<file path="config.mk">
export PLATFORM = sky130hd
export DESIGN_NAME = nic_access_ctrl
export DESIGN_NICKNAME = d
export VERILOG_FILES = /design/src/rtl/nic_ctrl_pkg.sv /design/src/rtl/wrap_counter.sv /design/src/rtl/nic_access_ctrl.sv
export SDC_FILE = /design/constraint.sdc
export NUM_CORES = 1
export LEC_CHECK = 0
export ABC_AREA = 1
export CELL_PAD_IN_SITES_DETAIL_PLACEMENT = 0
export CELL_PAD_IN_SITES_GLOBAL_PLACEMENT = 1
export CORE_MARGIN = 1.5
export CORE_UTILIZATION = 26
export CTS_CLUSTER_DIAMETER = 60
export DETAILED_ROUTE_END_ITERATION = 8
export PLACE_DENSITY = 0.95
export SYNTH_ARGS = -nofsm -noshare
export SYNTH_HDL_FRONTEND = slang
export SYNTH_SLANG_ARGS = --single-unit
</file>
<file path="constraint.sdc">
create_clock -name clk -period 3.4 [get_ports clk]
set_input_delay 0.85 -clock clk [delete_from_list [all_inputs] [get_ports clk]]
set_output_delay 0.85 -clock clk [all_outputs]
set_load 0.03 [all_outputs]
</file>
<file path="src/rtl/nic_ctrl_pkg.sv">
// nic_ctrl_pkg: shared state encoding, NIC register map and status bit position
package nic_ctrl_pkg;
    typedef enum logic [1:0] {POLL_RX, READ_RX, POLL_TX, WRITE_TX} state_t;
    localparam logic [1:0] NIC_IN_DATA  = 2'b00;
    localparam logic [1:0] NIC_IN_STAT  = 2'b01;
    localparam logic [1:0] NIC_OUT_DATA = 2'b10;
    localparam logic [1:0] NIC_OUT_STAT = 2'b11;
    localparam int NIC_STAT_BIT = 63;
endpackage

</file>
<file path="src/rtl/wrap_counter.sv">
// wrap_counter: free-running event counter that wraps modulo 2^CNT_WIDTH
// clk, reset (sync, active-high) | i_inc: count this cycle | o_count: current value
module wrap_counter #(
    parameter int CNT_WIDTH = 16
) (
    input  logic                 clk,
    input  logic                 reset,
    input  logic                 i_inc,
    output logic [CNT_WIDTH-1:0] o_count
);
    always_ff @(posedge clk)
        o_count <= reset ? '0 : o_count + {{(CNT_WIDTH-1){1'b0}}, i_inc};
endmodule

</file>
<file path="src/rtl/nic_access_ctrl.sv">
// nic_access_ctrl: round-robin RX/TX sequencer between the PE core and the NIC register port
// clk, reset (sync, active-high)
// tx_valid/tx_data/tx_ready: upstream packets to write into the NIC output buffer
// rx_valid/rx_data/rx_ready: one-entry slot holding packets drained from the NIC input
// nic_addr/nic_en/nic_en_wr/nic_d_in/nic_d_out: NIC register access, one per cycle
// tx_count/rx_count: wrapping counts of packets written and read
module nic_access_ctrl import nic_ctrl_pkg::*; #(
    parameter int DATA_WIDTH = 64,
    parameter int CNT_WIDTH  = 16
) (
    input  logic                  clk,
    input  logic                  reset,
    input  logic                  tx_valid,
    input  logic [0:DATA_WIDTH-1] tx_data,
    output logic                  tx_ready,
    output logic                  rx_valid,
    output logic [0:DATA_WIDTH-1] rx_data,
    input  logic                  rx_ready,
    output logic [0:1]            nic_addr,
    output logic                  nic_en,
    output logic                  nic_en_wr,
    output logic [0:DATA_WIDTH-1] nic_d_in,
    input  logic [0:DATA_WIDTH-1] nic_d_out,
    output logic [CNT_WIDTH-1:0]  tx_count,
    output logic [CNT_WIDTH-1:0]  rx_count
);
    state_t r_state, w_next;
    logic   w_rx_load;
    logic   w_stat;
    always_ff @(posedge clk)
        r_state <= reset ? POLL_RX : w_next;
    // Outputs are decoded from state; reset masks every NIC side effect in the current cycle
    always_comb begin
        w_stat    = nic_d_out[NIC_STAT_BIT];
        w_next    = r_state == POLL_RX ? ((w_stat && (!rx_valid || rx_ready)) ? READ_RX : POLL_TX) :
                    r_state == READ_RX ? POLL_TX :
                    r_state == POLL_TX ? ((!w_stat && tx_valid) ? WRITE_TX : POLL_RX) :
                    POLL_RX;
        nic_en    = !reset;
        nic_en_wr = !reset && r_state == WRITE_TX;
        tx_ready  = nic_en_wr;
        w_rx_load = !reset && r_state == READ_RX;
        nic_addr  = reset ? NIC_IN_DATA :
                    r_state == POLL_RX ? NIC_IN_STAT :
                    r_state == READ_RX ? NIC_IN_DATA :
                    r_state == POLL_TX ? NIC_OUT_STAT : NIC_OUT_DATA;
        nic_d_in  = tx_data;
    end
    // A load always wins over a consume: READ_RX is only reached when the slot is free
    always_ff @(posedge clk)
        if (reset) begin
            rx_valid <= 1'b0;
            rx_data  <= '0;
        end else if (w_rx_load) begin
            rx_valid <= 1'b1;
            rx_data  <= nic_d_out;
        end else if (rx_valid && rx_ready) begin
            rx_valid <= 1'b0;
        end
    wrap_counter #(.CNT_WIDTH(CNT_WIDTH)) u_tx_cnt (
        .clk(clk), .reset(reset), .i_inc(tx_ready), .o_count(tx_count)
    );
    wrap_counter #(.CNT_WIDTH(CNT_WIDTH)) u_rx_cnt (
        .clk(clk), .reset(reset), .i_inc(w_rx_load), .o_count(rx_count)
    );
endmodule

</file>
==> impl_metrics.toml, run 1 <==
[run_status]
outcome = "finished, final reports clean"

[min_path]
whs_path_depth = 2
worstHoldPathType = "reg -> reg"

[detailed_routing]
finalWirelength_mm = 11.2
route.detailed.wl_per_inst_um = 12.2
remaining_drc_errors = 0
firstDrtPassIters = 4
detailroute.via_count = 3942
detail_route.iter0.violations = 115
postRouteAntennaNets = 0
average_via_count_per_standard_cell = 4.28

[worst_setup_path]
critical-path-top-delay-family = "buffers and inverters"
r2r_slack_ns = 1.36
crit_path_max_fanout = 4
cp.depth = 3
r2r_cells = 9
critical_path_class = "in -> out"
largest_incremental_delay_on_the_critical_path_ns = 0.42
worst-endpoint-required_ns = 2.55
timing.critical_path.cells = "clkdlybuf4s50_1 > nor3_1 > buf_4"
setup.worst_path.start_class = "input pin"
endpoint_kind = "output pin"
arrival_ns = 1.93
cp.buffers_inverters = 2
critical_path_s_slowest_cell = "sky130_fd_sc_hd__clkdlybuf4s50_1"

[logic_synthesis]
yosys_warnings = 0
synth_sequential_area_ratio = 0.442
synth_ff_type = "sky130_fd_sc_hd__dfxtp_1"
post_synthesis_async_set_or_reset_flop_share = 0
nets_in_the_synthesized_netlist = 740
yosysTopAreaCellShare = 0.442
number_of_library_cell_types_mapped_by_synthesis = 29
yosys.area.top_type = "sky130_fd_sc_hd__dfxtp_1"
synth-seq-cells = 99
netlist_instances = 602
post_synth_edffs = 0
synth_area_um2 = 4480
netlist_top_cells_area = "sky130_fd_sc_hd__dfxtp_1 (44%), sky130_fd_sc_hd__nor2_1 (16%), sky130_fd_sc_hd__buf_4 (11%)"
post_synth.cell_area_avg_um2 = 7.44

[cells_and_area]
antenna-diode-count = 0
drive_above_1_share = 0.0499
fin_util = 0.365
register_area_um2 = 1980
nNetsFinal = 835
fin_area_um2 = 6100
fin_cells = 922
multiInputGateArea_um2 = 1700
synthToLayoutAreaGrowth_pct = 36.2
nFillCells = 1751

[clock_network]
cts.sinks = 99
ctsRootBufferMaster = "sky130_fd_sc_hd__clkbuf_16"
cts_tree = "built"
clock_transition_time_at_the_flip_flop_clock_pins_of_the_worst_setup_and_hold_paths_ns = 0.07
ctsLongestPathBuffers = 2
insertion_delay_ns = 0.35
tritoncts.num_buffers = 9
cts_post_setup_buffers_inserted = 0
cts-hold-fix-buffers = 0
post_cts_resized = 0
number_of_h_tree_branching_levels = 3

[floorplan]
design.portCount = 298
area_inside_the_core_boundary_um2 = 16700
die-height_um = 134
die_extent_in_x_um = 134
initial_core_util = 0.268
floorplan.rows = 47
area_of_the_die_um2 = 18000

[placed_design]
detailedPlace.worstSlack_ns = 0.518
place.detailed.hpwl_mm = 7.72
io_buffer_count = 169
placed_cells = 906
gp_congestion = 0.732
post_dp_cell_area_um2 = 5800

[timing]
timing.fmax_ghz = 0.360
timing.slew.headroom = 0.475
report.final.setup_viol = 0
tns_ns = 0
fin_worst_skew_ns = 0.00593
timing_max_transition_violations_final = 0
final.setup.worst_slack_ns = 0.619
tightestPinTransition_ns = 0.788
min_period_ns = 2.78
unrepaired_setup_endpoints_after_global_routing = "false"
final-hold-violation-count = 0
part_of_the_cycle_the_worst_path_needs = 0.818

[flow_run]
cap_viol_max_count = 0

[global_routing]
grt_pass1_wl_mm = 18.2
first_global_vias = 3695
global_route.usage.total = 0.127
globalRoute.totalOverflow = 0
initial_antenna_violation_count = 0
grt_max_degree = 82

[pwr]
power.ir.vdd_worst_mv = 0.247
cellPowerDensity_nw_per_um2 = 467
power_leakage_nw = 2.44
sequential cells by signal, summed over array words and instances (netlist names):
name,flops
r_state,2
rx_data,64
rx_valid,1
u_rx_cnt.o_count,16
u_tx_cnt.o_count,16
cell usage after synthesis, types with 3 or more instances:
cell	number
sky130_fd_sc_hd__nand4_1	7
sky130_fd_sc_hd__buf_6	11
sky130_fd_sc_hd__nand2_1	59
sky130_fd_sc_hd__clkbuf_1	7
sky130_fd_sc_hd__buf_4	65
sky130_fd_sc_hd__xor2_1	4
sky130_fd_sc_hd__o21ai_1	17
sky130_fd_sc_hd__dfxtp_1	99
sky130_fd_sc_hd__inv_1	33
sky130_fd_sc_hd__buf_2	5
sky130_fd_sc_hd__nor2_2	4
sky130_fd_sc_hd__inv_2	3
sky130_fd_sc_hd__nor2_1	188
sky130_fd_sc_hd__a21oi_1	11
sky130_fd_sc_hd__ha_1	6
sky130_fd_sc_hd__o21ai_0	53
sky130_fd_sc_hd__nand3_1	14
stage by stage:
step                      hold slack, ns  power, W
after global routing               0.530   0.00298
after CTS                          0.506   0.00290
after detailed placement           0.485   0.00184
final                              0.501   0.00285
after floorplan                    0.543   0.00173
after global placement             0.479   0.00183
tightest hold or removal path, delay by kind of cell, from the launching register on:
kind / cells / cell delay (ns)
flip-flops: 1 / 0.32
AND/OR/NAND/NOR: 1 / 0.07
AO/OA/AOI/OAI: 1 / 0.07
cell usage in the layout (no fill, tap or decap), drive strengths merged, types with 2 or more instances in the layout:
cell,synthesis,layout
o21a,2,2
o21bai,3,3
o21ai,70,70
nor2b,2,2
nor2,193,193
nand2,59,59
ha,6,6
clkinv,0,4
xnor2,2,2
clkbuf,8,10
nand3,14,14
dfxtp,99,99
clkdlybuf4s50,0,164
a21oi,11,11
nand4,7,7
inv,36,36
xor2,4,4
buf,81,9
cells by family after synthesis:
family / Yosys count / share of synthesized area
and+or+nand+nor: 278 / 0.247
buffers and inverters: 125 / 0.179
DFF: 99 / 0.442
AOI/OAI and AO/OA: 88 / 0.103
xor gates and xnor gates: 6 / 0.0117
adders and majority gates: 6 / 0.0167
area by class of cell:
| type | count | share of cell area |
|---|---|---|
| sequential | 99 | 0.325 |
| tap | 220 | 0.0451 |
| clock buffer | 10 | 0.0392 |
| multi-input combinational | 378 | 0.278 |
| timing repair buffer | 173 | 0.280 |
| clock inverter | 6 | 0.0107 |
| inverter | 36 | 0.0221 |
layer usage:
metal	track usage	vias up	wire [µm]
li1	-	2014	-
met4	0.0621	0	258
met2	0.197	142	5020
met1	0.147	1765	4860
met5	0	-	0
met3	0.0601	21	1100
report_power, final:
group          leakage (nW)  total (W)  internal (W)  switching, W
Clock                 0.148    0.00104      0.000591      0.000452
Combinational          1.49   0.000534      0.000232      0.000302
Sequential            0.807    0.00127       0.00123     0.0000368
Total                  2.44    0.00285       0.00206      0.000791
final timing paths:
path	startpoint	end
setup / recovery	reset	tx_ready
hold / removal	rx_data[48]$_SDFFE_PP0P_	rx_data[48]$_SDFFE_PP0P_
setup reg to reg	r_state[1]$_SDFF_PP0_	u_tx_cnt.o_count[8]$_SDFF_PP0_
hold reg to reg	rx_data[48]$_SDFFE_PP0P_	rx_data[48]$_SDFFE_PP0P_
Power figures use the tool's default switching activity.
==> run 2, diff against run 1 <==
CORE_UTILIZATION = 22   (was 26)
PLACE_DENSITY = 0.9   (was 0.95)
clock period = 2.31 ns   (was 3.4 ns; I/O delays follow)
==> impl_metrics.toml, run 2 (synthesis gave the netlist of run 1 again) <==
[run_status]
outcome = "finished, final reports clean"

[cells_and_area]
nNetsFinal = 842
largestRegisters = "rx_data: 64 flops, u_rx_cnt.o_count: 16 flops, u_tx_cnt.o_count: 16 flops"
multiInputGateArea_um2 = 1710
layout.cells.most_common_list = "sky130_fd_sc_hd__nor2_1 (188), sky130_fd_sc_hd__clkdlybuf4s50_1 (164), sky130_fd_sc_hd__dfxtp_1 (99)"
register_area_um2 = 1980
synthToLayoutAreaGrowth_pct = 40.3
largest-register = "rx_data"
nFillCells = 2106
most_common_cell_after_layout_fill_and_taps_aside = "sky130_fd_sc_hd__nor2_1"
drive_above_1_share = 0.0606
largest_register_ffs = 64
antenna-diode-count = 0
fin_area_um2 = 6290

[worst_setup_path]
r2r_slack_ns = 0.55
crit_path_max_fanout = 11
worst-endpoint-required_ns = 1.73
arrival_ns = 1.63
worst_r2r_endpoint = "u_tx_cnt.o_count[8]$_SDFF_PP0_"
endpoint_kind = "output pin"
worst_r2r_startpoint = "r_state[1]$_SDFF_PP0_"
r2r_cells = 9
setup.worst_path.start_class = "input pin"
crit_start = "reset"
critical_path_class = "in -> out"

[detailed_routing]
firstDrtPassIters = 4
postRouteAntennaNets = 0
detailroute.via_count = 3939
finalWirelength_mm = 11.9
route.detailed.wl_per_inst_um = 12.2
detail_route.iter0.violations = 128
average_via_count_per_standard_cell = 4.02
remaining_drc_errors = 0

[min_path]
whs_path_depth = 2
worst_hold_startpoint = "rx_data[44]$_SDFFE_PP0P_"
min_to = "rx_data[44]$_SDFFE_PP0P_"
worstHoldPathType = "reg -> reg"

[timing]
tightestPinTransition_ns = 0.736
timing.slew.headroom = 0.509
report.final.setup_viol = 0
part_of_the_cycle_the_worst_path_needs = 0.955
unrepaired_setup_endpoints_after_global_routing = "false"
timing.fmax_ghz = 0.453
holdWs_ns = 0.502
tns_ns = 0
timing_max_transition_violations_final = 0
final-hold-violation-count = 0
fin_worst_skew_ns = 0.00626
min_period_ns = 2.21

[clock_network]
tritoncts.num_buffers = 9
ctsRootBufferMaster = "sky130_fd_sc_hd__clkbuf_16"
cts_post_setup_buffers_inserted = 0
number_of_h_tree_branching_levels = 3
insertion_delay_ns = 0.34
cts-hold-fix-buffers = 0
ctsLongestPathBuffers = 2
post_cts_resized = 0
clock_transition_time_at_the_flip_flop_clock_pins_of_the_worst_setup_and_hold_paths_ns = 0.07
cts.sinks = 99
cts_tree = "built"

[floorplan]
design.portCount = 298
die_extent_in_x_um = 146
area_inside_the_core_boundary_um2 = 20100
floorplan.rows = 52
die-height_um = 146
initial_core_util = 0.223
area_of_the_die_um2 = 21200

[global_routing]
first_global_vias = 3817
globalRoute.totalOverflow = 0
initial_antenna_violation_count = 0
global_route.usage.total = 0.114
grt_pass1_wl_mm = 19.1
grt_max_degree = 66

[placed_design]
io_buffer_count = 169
gp_congestion = 0.759
place.detailed.hpwl_mm = 8.23
post_dp_cell_area_um2 = 5940

[pwr]
power_leakage_nw = 2.51
cellPowerDensity_nw_per_um2 = 709
power.ir.vdd_worst_mv = 0.375
design_power_total_w = 0.00446

[flow_run]
cap_viol_max_count = 0
-- run 2: cell count changes in the layout (fill, tap and decap cells not counted) --
cell and change:
sky130_fd_sc_hd__buf_12 +1, sky130_fd_sc_hd__buf_4 +6, sky130_fd_sc_hd__bufinv_16 +2, sky130_fd_sc_hd__clkinv_2 -1, sky130_fd_sc_hd__clkinv_4 -2, sky130_fd_sc_hd__inv_6 +1, sky130_fd_sc_hd__nor3_1 -1, sky130_fd_sc_hd__nor3_4 +1
-- run 2: critical path: stages --
cell and delay [ns]:
sky130_fd_sc_hd__clkdlybuf4s50_1 0.58, sky130_fd_sc_hd__buf_4 0.23, sky130_fd_sc_hd__nor2_1 0.08, sky130_fd_sc_hd__buf_4 0.17
-- run 2: how the worst max path moves through the flow --
| stage | to | slack (ns) |
|---|---|---|
| global route | nic_addr[0] | 0.04 |
| finish | nic_addr[0] | 0.10 |
| CTS | nic_addr[0] | 0.09 |
| floorplan | u_tx_cnt.o_count[8]$_SDFF_PP0_ | 0.04 |
| global placement | u_tx_cnt.o_count[8]$_SDFF_PP0_ | -0.03 |
| detailed placement | u_tx_cnt.o_count[8]$_SDFF_PP0_ | -0.05 |
-- run 2: routing by layer --
layer / global-route usage / vias to the layer above / share of wire
li1: - / 2028 / -
met1: 0.131 / 1764 / 0.45
met2: 0.184 / 136 / 0.45
met3: 0.0561 / 11 / 0.084
met4: 0.0372 / 0 / 0.010
met5: 0 / - / 0
-- run 2: final cells by class --
cell class | instances | share of cell area
Clock inverter | 6 | 0.0177
Inverter | 36 | 0.0215
Clock buffer | 10 | 0.0380
Sequential cell | 99 | 0.315
Timing Repair Buffer | 180 | 0.282
Tap cell | 270 | 0.0537
Multi-Input combinational cell | 378 | 0.272
-- run 2: report_power, final --
| group | switching [W] | internal [W] | leakage [nW] |
|---|---|---|---|
| clock network | 0.000697 | 0.00109 | 0.169 |
| logic | 0.000453 | 0.000346 | 1.54 |
| registers | 0.0000572 | 0.00182 | 0.807 |
-- run 2: per-stage QoR --
stage                     setup slack [ns]  utilization  std cells
after floorplan                     0.0368            -        602
after global placement             -0.0312        0.295        963
after detailed placement           -0.0529        0.295        963
after CTS                           0.0917        0.313        979
after global routing                0.0358        0.313        979
final                                0.105        0.313        979
